--- config.mk ---
export PLATFORM = sky130hd
export DESIGN_NAME = controlador_estados_param_flat
export DESIGN_NICKNAME = d
export VERILOG_FILES = /design/src/rtl/controlador_estados_param_pkg.sv /design/src/rtl/controlador_estados_param_if.sv /design/src/rtl/controlador_estados_param_tick_divider.sv /design/src/rtl/controlador_estados_param.sv /design/src/flat_wrapper.sv
export SDC_FILE = /design/constraint.sdc
export NUM_CORES = 1
export LEC_CHECK = 0
export BUFFER_PORTS_ARGS = -buffer_cell sky130_fd_sc_hd__buf_2
export CAP_MARGIN = 30
export CORE_MARGIN = 1
export CORE_UTILIZATION = 64
export CTS_BUF_LIST = sky130_fd_sc_hd__clkbuf_2 sky130_fd_sc_hd__clkbuf_4 sky130_fd_sc_hd__clkbuf_8
export DETAILED_ROUTE_END_ITERATION = 10
export GPL_TIMING_DRIVEN = 0
export HOLD_SLACK_MARGIN = 0.08
export PLACE_DENSITY_LB_ADDON = 0.05
export SLEW_MARGIN = 30
export SYNTH_ARGS = -nofsm -noshare
export SYNTH_HDL_FRONTEND = slang
export SYNTH_HIERARCHICAL = 1
export SYNTH_SLANG_ARGS = --single-unit
--- constraint.sdc ---
create_clock -name clk -period 5.9 [get_ports clk]
set_clock_uncertainty 0.1 [all_clocks]
set_input_delay 0 -clock clk [delete_from_list [all_inputs] [get_ports clk]]
set_output_delay 0 -clock clk [all_outputs]
set_load 0.01 [all_outputs]
--- src/rtl/controlador_estados_param_pkg.sv ---
// Shared types and helpers for the pet state controller.
// State codes are one-hot with INTRO as the all-zero code.
package controlador_estados_param_pkg;

  typedef enum logic [5:0] {
    INTRO      = 6'b000000,
    IDLE       = 6'b000001,
    DORMINDO   = 6'b000010,
    COMENDO    = 6'b000100,
    DANDO_AULA = 6'b001000,
    MORTO      = 6'b010000,
    ALERTA     = 6'b100000
  } estado_t;

  localparam int FOME       = 0;
  localparam int FELICIDADE = 1;
  localparam int SONO       = 2;

  function automatic int clog2(input int v);
    int r;
    int x;
    r = 0;
    x = v - 1;
    while (x > 0) begin
      r = r + 1;
      x = x >> 1;
    end
    return r;
  endfunction

endpackage

--- src/rtl/controlador_estados_param_if.sv ---
// Button, stat and status bundle between the
// debouncers/stats blocks and the pet state controller.
interface controlador_estados_param_if #(
  parameter int N_STATS = 3,
  parameter int STAT_W  = 8
);
  logic                      b1;
  logic                      b2;
  logic                      b1_hold;
  logic                      b2_hold;
  logic [N_STATS*STAT_W-1:0] stats;
  logic [5:0]                estado;
  logic                      tick;
  logic [N_STATS-1:0]        low_mask;
  logic [N_STATS-1:0]        zero_mask;

  modport master (
    output b1, b2, b1_hold, b2_hold, stats,
    input  estado, tick, low_mask, zero_mask
  );

  modport slave (
    input  b1, b2, b1_hold, b2_hold, stats,
    output estado, tick, low_mask, zero_mask
  );
endinterface

--- src/rtl/controlador_estados_param_tick_divider.sv ---
// Free-running 0..TICK_DIV-1 counter; flags its last cycle.
// Shared with the stats decay block.
module controlador_estados_param_tick_divider
  import controlador_estados_param_pkg::*;
#(
  parameter int TICK_DIV = 4194304
) (
  input  logic clk,
  input  logic rst_n,
  input  logic sync_clr,
  output logic last
);

  localparam int DW = clog2(TICK_DIV);
  localparam logic [DW-1:0] LAST_V = DW'(TICK_DIV - 1);

  logic [DW-1:0] cnt;

  assign last = (cnt == LAST_V);

  always_ff @(posedge clk) begin
    if (!rst_n || sync_clr) begin
      cnt <= '0;
    end else if (last) begin
      cnt <= '0;
    end else begin
      cnt <= cnt + 1'b1;
    end
  end

endmodule

--- src/rtl/controlador_estados_param.sv ---
// Pet state controller: one decision per tick from
// latched presses and live stats, plus hold-to-restart.
module controlador_estados_param
  import controlador_estados_param_pkg::*;
#(
  parameter int STAT_W      = 8,
  parameter int N_STATS     = 3,
  parameter int TICK_DIV    = 4194304,
  parameter int HOLD_CYCLES = 4194303,
  parameter int ACT_TICKS   = 8,
  parameter int LOW_THRESH  = 32
) (
  input logic clk,
  input logic rst_n,
  controlador_estados_param_if.slave bus
);

  localparam int HW  = clog2(HOLD_CYCLES + 1);
  localparam int AW0 = clog2(ACT_TICKS + 1);
  localparam int AW  = (AW0 < 1) ? 1 : AW0;
  localparam logic [HW-1:0] HOLD_MAX = HW'(HOLD_CYCLES);
  localparam logic [HW-1:0] HOLD_PRE = HW'(HOLD_CYCLES - 1);
  localparam logic [AW-1:0] ACT_LD   = AW'(ACT_TICKS);
  localparam logic [AW-1:0] ACT_ONE  = AW'(1);

  estado_t            st;
  estado_t            rest;
  logic               tick_q;
  logic [N_STATS-1:0] low_q;
  logic [N_STATS-1:0] zero_q;
  logic [N_STATS-1:0] low_live;
  logic [N_STATS-1:0] zero_live;
  logic [AW-1:0]      act_cnt;
  logic [HW-1:0]      hold_cnt;
  logic               b1_l;
  logic               b2_l;
  logic               p1;
  logic               p2;
  logic               last;
  logic               hold_both;
  logic               hold_fire;
  logic               hold_sat;

  always_comb begin
    low_live  = '0;
    zero_live = '0;
    for (int i = 0; i < N_STATS; i++) begin
      low_live[i] =
        int'(bus.stats[i*STAT_W +: STAT_W]) < LOW_THRESH;
      zero_live[i] =
        (bus.stats[i*STAT_W +: STAT_W] == '0);
    end
  end

  assign rest      = (|low_live) ? ALERTA : IDLE;
  assign p1        = b1_l | bus.b1;
  assign p2        = b2_l | bus.b2;
  assign hold_both = bus.b1_hold & bus.b2_hold;
  assign hold_sat  = (hold_cnt == HOLD_MAX);
  assign hold_fire = hold_both && (hold_cnt == HOLD_PRE);

  controlador_estados_param_tick_divider #(
    .TICK_DIV (TICK_DIV)
  ) u_div (
    .clk      (clk),
    .rst_n    (rst_n),
    .sync_clr (hold_fire),
    .last     (last)
  );

  always_ff @(posedge clk) begin
    if (!rst_n) begin
      st       <= INTRO;
      tick_q   <= 1'b0;
      low_q    <= '0;
      zero_q   <= '0;
      act_cnt  <= '0;
      hold_cnt <= '0;
      b1_l     <= 1'b0;
      b2_l     <= 1'b0;
    end else begin
      tick_q <= last;
      low_q  <= low_live;
      zero_q <= zero_live;

      if (!hold_both) hold_cnt <= '0;
      else if (!hold_sat) hold_cnt <= hold_cnt + 1'b1;

      // Restart hold outranks any decision on this edge
      if (hold_fire || hold_sat) begin
        st   <= INTRO;
        b1_l <= 1'b0;
        b2_l <= 1'b0;
        if (hold_fire) act_cnt <= '0;
      end else if (last) begin
        b1_l <= 1'b0;
        b2_l <= 1'b0;
        if (st == MORTO) begin
          st <= MORTO;
        end else if (st != INTRO && |zero_live) begin
          st <= MORTO;
        end else begin
          unique case (st)
            INTRO: begin
              if (p1 | p2) st <= rest;
            end
            IDLE, ALERTA: begin
              unique case ({p1, p2})
                2'b10: begin
                  st      <= COMENDO;
                  act_cnt <= ACT_LD;
                end
                2'b01: begin
                  st      <= DORMINDO;
                  act_cnt <= ACT_LD;
                end
                2'b11: begin
                  st      <= DANDO_AULA;
                  act_cnt <= ACT_LD;
                end
                default: st <= rest;
              endcase
            end
            COMENDO, DORMINDO, DANDO_AULA: begin
              if (p1 | p2) begin
                st <= rest;
              end else if (ACT_TICKS != 0
                           && act_cnt == ACT_ONE) begin
                st <= rest;
              end else if (act_cnt != '0) begin
                act_cnt <= act_cnt - 1'b1;
              end
            end
            default: st <= INTRO;
          endcase
        end
      end else begin
        b1_l <= b1_l | bus.b1;
        b2_l <= b2_l | bus.b2;
      end
    end
  end

  assign bus.estado    = st;
  assign bus.tick      = tick_q;
  assign bus.low_mask  = low_q;
  assign bus.zero_mask = zero_q;

endmodule
--- src/flat_wrapper.sv ---
// flat-port wrapper written by rule: the top's interface ports become plain ports
module controlador_estados_param_flat import controlador_estados_param_pkg::*;
#(
  parameter int STAT_W      = 8,
  parameter int N_STATS     = 3,
  parameter int TICK_DIV    = 4194304,
  parameter int HOLD_CYCLES = 4194303,
  parameter int ACT_TICKS   = 8,
  parameter int LOW_THRESH  = 32
)
  (clk, rst_n, bus_b1, bus_b2, bus_b1_hold, bus_b2_hold, bus_stats, bus_estado, bus_tick, bus_low_mask, bus_zero_mask);
  controlador_estados_param_if #(.N_STATS(N_STATS), .STAT_W(STAT_W)) bus_i ();
  input logic clk;
  input logic rst_n;
  input wire logic [$bits(bus_i.b1)-1:0] bus_b1;
  input wire logic [$bits(bus_i.b2)-1:0] bus_b2;
  input wire logic [$bits(bus_i.b1_hold)-1:0] bus_b1_hold;
  input wire logic [$bits(bus_i.b2_hold)-1:0] bus_b2_hold;
  input wire logic [$bits(bus_i.stats)-1:0] bus_stats;
  output wire logic [$bits(bus_i.estado)-1:0] bus_estado;
  output wire logic [$bits(bus_i.tick)-1:0] bus_tick;
  output wire logic [$bits(bus_i.low_mask)-1:0] bus_low_mask;
  output wire logic [$bits(bus_i.zero_mask)-1:0] bus_zero_mask;
  assign bus_i.b1 = bus_b1;
  assign bus_i.b2 = bus_b2;
  assign bus_i.b1_hold = bus_b1_hold;
  assign bus_i.b2_hold = bus_b2_hold;
  assign bus_i.stats = bus_stats;
  assign bus_estado = bus_i.estado;
  assign bus_tick = bus_i.tick;
  assign bus_low_mask = bus_i.low_mask;
  assign bus_zero_mask = bus_i.zero_mask;
  controlador_estados_param #(.STAT_W(STAT_W), .N_STATS(N_STATS), .TICK_DIV(TICK_DIV), .HOLD_CYCLES(HOLD_CYCLES), .ACT_TICKS(ACT_TICKS), .LOW_THRESH(LOW_THRESH)) u_core (.clk(clk), .rst_n(rst_n), .bus(bus_i));
endmodule
Yosys cells after proc, flatten, opt, wreduce, memory -nomap -nowiden

Index checks and enable logic that the tools add are counted.

Equal/unequal tests: 22
$add $sub $neg: 3
Bitwise operators: 5
Reductions and logical operators: 24
Muxes and demuxes: 18
Magnitude comparators: 3

Operator list:

| operator                | number |
|---|---|
| $eq A22 B22 Y1 const B  | 3 |
| $add A22 B1 Y22 const B | 2 |
| $mux W4                 | 9 |
| $mux W6                 | 6 |
| $pmux W6 S3             | 2 |
| $logic_not A8 Y1        | 3 |
| $lt A8 B6 Y1 const B    | 3 |
| $reduce_or A3 Y1        | 5 |
| $ne A3 B2 Y1 const B    | 3 |
| $reduce_and A9 Y1       | 1 |
| $pmux W4 S2             | 1 |
| $eq A6 B1 Y1 const B    | 1 |
| $eq A6 B2 Y1 const B    | 1 |
| $eq A6 B3 Y1 const B    | 1 |
| $eq A6 B4 Y1 const B    | 1 |
| $eq A6 B5 Y1 const B    | 1 |
| $eq A6 B6 Y1 const B    | 1 |
| $logic_not A6 Y1        | 1 |
| $ne A2 B1 Y1 const B    | 3 |
| $reduce_bool A6 Y1      | 1 |
| $reduce_or A2 Y1        | 3 |
| $ne A5 B1 Y1 const B    | 1 |
| $eq A2 B2 Y1 const B    | 2 |
| $eq A4 B1 Y1 const B    | 1 |
| other kinds (15)        | 19 |

Word-level logic and storage cells: 84
Input bits: 30
Register bits: 63
Output and inout port bits: 13

Longest topological paths before layout

Depth in word-level cells: 9
Mapped depth: 8
Mapped depth without buffers: 8

Modules after synthesis

Netlist, hierarchy kept.

Modules (own cells, without submodules):

| module                                 | cells each | sequential area each (µm²) | times used | area each (µm²) |
|---|---|---|---|---|
| controlador_estados_param              | 237        | 820.8                      | 1          | 2050.7 |
| controlador_estados_param_tick_divider | 116        | 440.4                      | 1          | 991.0 |

Least setup slack after synthesis

Ideal clock, no wire load.

Kind: register -> register
Start point: register u_core.u_div.cnt[0]
End point: register u_core.act_cnt[0]
Required time: 5.679 ns
Buffers on the path: 0
Data arrival time: 2.506 ns
Setup slack: 3.173 ns
Library setup time: 0.121 ns
Period minus slack after synthesis: 2.727 ns
Stages on the path, launching flop included: 9
Cell sequence: dfxtp_1 -> ha_1 -> nand4_1 -> nor3_1 -> and4_1 -> inv_1 -> a221oi_2 -> and2_2 -> mux2_2

Word-level cells in the longest chain between the ends: 3

Ends and longest elaborated chain:

| element                             | line                                         | text |
|---|---|---|
| start, declared                     | controlador_estados_param_tick_divider.sv:17 | `logic [DW-1:0] cnt;` |
| start signal, assigned              | controlador_estados_param_tick_divider.sv:27 | `cnt <= cnt + 1'b1;` |
| $eq A22 B22 Y1                      | controlador_estados_param_tick_divider.sv:19 | `assign last = (cnt == LAST_V);` |
| via u_core.last                     | controlador_estados_param.sv:39              | `logic last;` |
| $reduce_bool A2 Y1 (no source line) | -                                            |  |
| $reduce_and A9 Y1 (no source line)  | -                                            |  |
| end signal, assigned                | controlador_estados_param.sv:131             | `act_cnt <= act_cnt - 1'b1;` |
| end, declared                       | controlador_estados_param.sv:33              | `logic [AW-1:0] act_cnt;` |

The timed path passes the listed nets, and every way through them passes these cells.
A chain may end at the register's enable or synchronous reset.

Worst setup path in the final report

Same ends and word-level chain as after synthesis.

==> impl_metrics.tcl <==
set metrics [dict create \
    outcome "finished, violations left" \
    violations "DRC" \
    via_per_inst 5.97 \
    root_buffer "clkbuf_8" \
    overflow 0 \
    antenna_found_initial 0 \
    hold_viol_final 0 \
    setup_viol 0 \
    areaGrowthSynthToFinish_pct 23.1 \
    drc_errors 11 \
    r2r-start "u_core/u_div/cnt[0]" \
    dr.first_iter.drc_count 210 \
    start_kind "flop" \
    hp-class "in2reg" \
    gp_congestion 0.874 \
    cts_buffers 9 \
    num_antenna_cells 0 \
    grt_max_degree 11 \
    synth-seq-cells 63 \
    synth_area_um2 3040 \
    crit_buf_inv 1 \
    grt_usage_pct 30.9 \
    synth_area_leaders "dfxtp_1 41%, nor2_1 6.5%, xnor2_1 5.2%, nor3_1 3.6%, xor2_1 3.5%" \
    nFillCells 274 \
    postCtsResizedCells 0 \
    drive_above_1_share_pct 17.3 \
    wirelength_um 7520 \
    grt_use_met3_pct 5.41 \
    cpPeakStageDelay_ns 0.68 \
    use_met2_pct 55.6 \
    fp.dieW_um 70.9 \
    ir_worst_vdd_v 0.000187 \
    ys_warn_count 6 \
    io_pins 43 \
    maxCapViolCount 0 \
    rr_endpoint "u_core/act_cnt[0]" \
    synthCells 353 \
    synthArstFlopShare_pct 0 \
    drtPass1Iterations 8 \
    fp.dieH_um 70.9 \
    endpoint "u_core/act_cnt[0]" \
    worstPathArrival_ns 3.39 \
    relSlewSlack_pct 52.5 \
    ys_types 48 \
    worstMarginPinSlew_ns 0.707 \
    cp.depth 8 \
    crit_start "u_core/u_div/cnt[0]" \
    dp_hpwl_um 4400 \
    min_period_ns 3.26 \
    yosysTopAreaCell "dfxtp_1" \
    leakagePower_nw 1.44 \
    crit_chain "ha_1 -> nand4_1 -> nor3_1 -> and4_1 -> inv_1 -> a221oi_2 -> and2_2 -> mux2_2" \
    p_per_area_nw_per_um2 226 \
    fmax_ghz 0.307 \
    required_ns 6.03 \
    synth_edf_count 0 \
    std_cell_rows 24 \
    final_cell_mix "63 x dfxtp_1, 53 x nor2_1, 43 x buf_2, 23 x dlygate4sd3_1, 22 x nor3_1" \
    clkTransAtPathRegs_ns 0.07 \
    setup_tns_ns 0 \
    syn_nets 389 \
    maxSlewViolCount 0 \
    synth_top_area_share_pct 41.5 \
    first_global_vias 2663 \
    cts_setup_buffers 0 \
    cts.htree.levels 3 \
    rsz0062_at_grt "no" \
    cts_tree "yes" \
    clock-sinks 63 \
    clock_latency_ns 0.34 \
    critPathKind "reg2reg" \
    core_area_um2 4470 \
    use_met1_pct 34.3 \
    synth.avg_cell_area_um2 8.62 \
    initial_core_util_pct 68.0 \
    grt_pass1_wl_um 11900 \
    ant_nets 0 \
    synth_flop_cell "dfxtp_1" \
    cts_hold_buf 23 \
    vias 2901 \
    final_util_pct 83.7 \
    cp_slowest_cell "nor3_1" \
    critPathTopFamily "simple AND/OR/NAND/NOR gates" \
    fin_crit_sh_pct 55.2 \
    nets 465 \
    io_buffers 42 \
    wire_per_inst_um 15.5 \
    die_area_um2 5030 \
    endpoint_kind "flop" \
    critPathMaxFanout 7 \
    reg2reg_slack_ns 2.64 \
    globalRoute.busiestLayer "met2" \
    ys_seq_area_share_pct 41.5 \
    layout_commonest_cell "dfxtp_1" \
    r2r_cells 8 \
    cts_buffer_depth 2 \
]
-- power by group --
part	internal [W]	switching, W
registers	0.000429	0.00000297
clock network	0.000214	0.000158
logic	0.0000224	0.0000215
total	0.000665	0.000182
-- cells by family after synthesis --
logic type               share of synthesized area [%]
AO/OA/AOI/OAI                                     13.5
XOR/XNOR                                          8.64
adder cells (fa/ha/maj)                           2.47
buffers and inverters                             3.74
flip-flops                                        41.5
multiplexers                                     0.370
AND/OR/NAND/NOR                                   29.9
-- synthesized netlist by cell type, types with 2 or more instances --
cell type,count
buf_6,2
and2_1,6
o21ai_0,14
o41ai_4,2
nor2_1,53
nand4_2,2
nor4_1,8
or3_1,8
and3_1,4
o2bb2ai_1,2
nor3_1,22
clkbuf_1,2
or4_1,6
a31oi_1,4
xnor2_1,18
inv_1,17
ha_1,6
dfxtp_1,63
xor2_1,12
o211ai_1,4
a32o_1,3
buf_4,2
nand4_1,14
nand2_1,19
and4_1,3
a211oi_1,2
nand3_1,17
nor3b_1,6
a21oi_1,13
-- per-layer routing --
| metal | share of wire [%] | vias up | wire length, µm |
|---|---|---|---|
| li1 | - | 1428 | - |
| met1 | 41 | 1336 | 3090 |
| met2 | 51 | 104 | 3810 |
| met3 | 4.8 | 33 | 362 |
| met4 | 3.5 | 0 | 263 |
| met5 | 0 | - | 0 |
-- layout make-up --
cell class                 instances  area (µm²)  share of cell area, %
buffer                             7        50.0                   1.34
inverter                          17        63.8                   1.70
clock inverter                     4        45.0                   1.20
sequential                        63        1260                   33.7
clock buffer                      12         153                   4.08
multi-input combinational        266        1670                   44.5
timing repair buffer              65         440                   11.8
tap                               52        65.1                   1.74
-- worst min-delay path by stage --
stage	from	end	slack, ns	cells past startpoint
after floorplan	bus_stats[1]	u_core/bus.zero_mask[0]	-0.02	1
after global placement	bus_stats[17]	u_core/bus.zero_mask[2]	0.08	2
after detailed placement	bus_stats[9]	u_core/bus.zero_mask[1]	0.08	2
after CTS	bus_stats[15]	u_core/bus.estado[0]	0.14	4
after global routing	bus_stats[22]	u_core/bus.estado[0]	0.23	4
final	bus_stats[21]	u_core/bus.estado[0]	0.22	4
-- sequential cells by signal (all words and copies together), names as in the netlist --
name and flops:
u_core/bus.zero_mask 3, u_core/bus.tick 1, u_core/u_div/cnt 22, u_core/b2_l 1, u_core/bus.low_mask 3, u_core/bus.estado 6
u_core/b1_l 1, u_core/act_cnt 4, u_core/hold_cnt 22
-- tightest hold or removal path, cell delays in order --
cell,delay [ns]
buf_2,0.07
nor3_1,0.08
or3_1,0.33
o2bb2ai_1,0.14
-- through the flow --
step	hold WS, ns	instances	setup slack, ns	power [W]	cell area (µm²)
final	0.217	486	2.64	0.000848	3740
after global placement	0.0850	447	2.79	0.000472	3320
after CTS	0.140	486	2.69	0.000847	3740
after detailed placement	0.0827	447	2.70	0.000473	3320
after global routing	0.232	486	2.40	0.000876	3740
after floorplan	-0.0242	353	3.17	0.000457	3040
(Power assumes the default switching activity.)
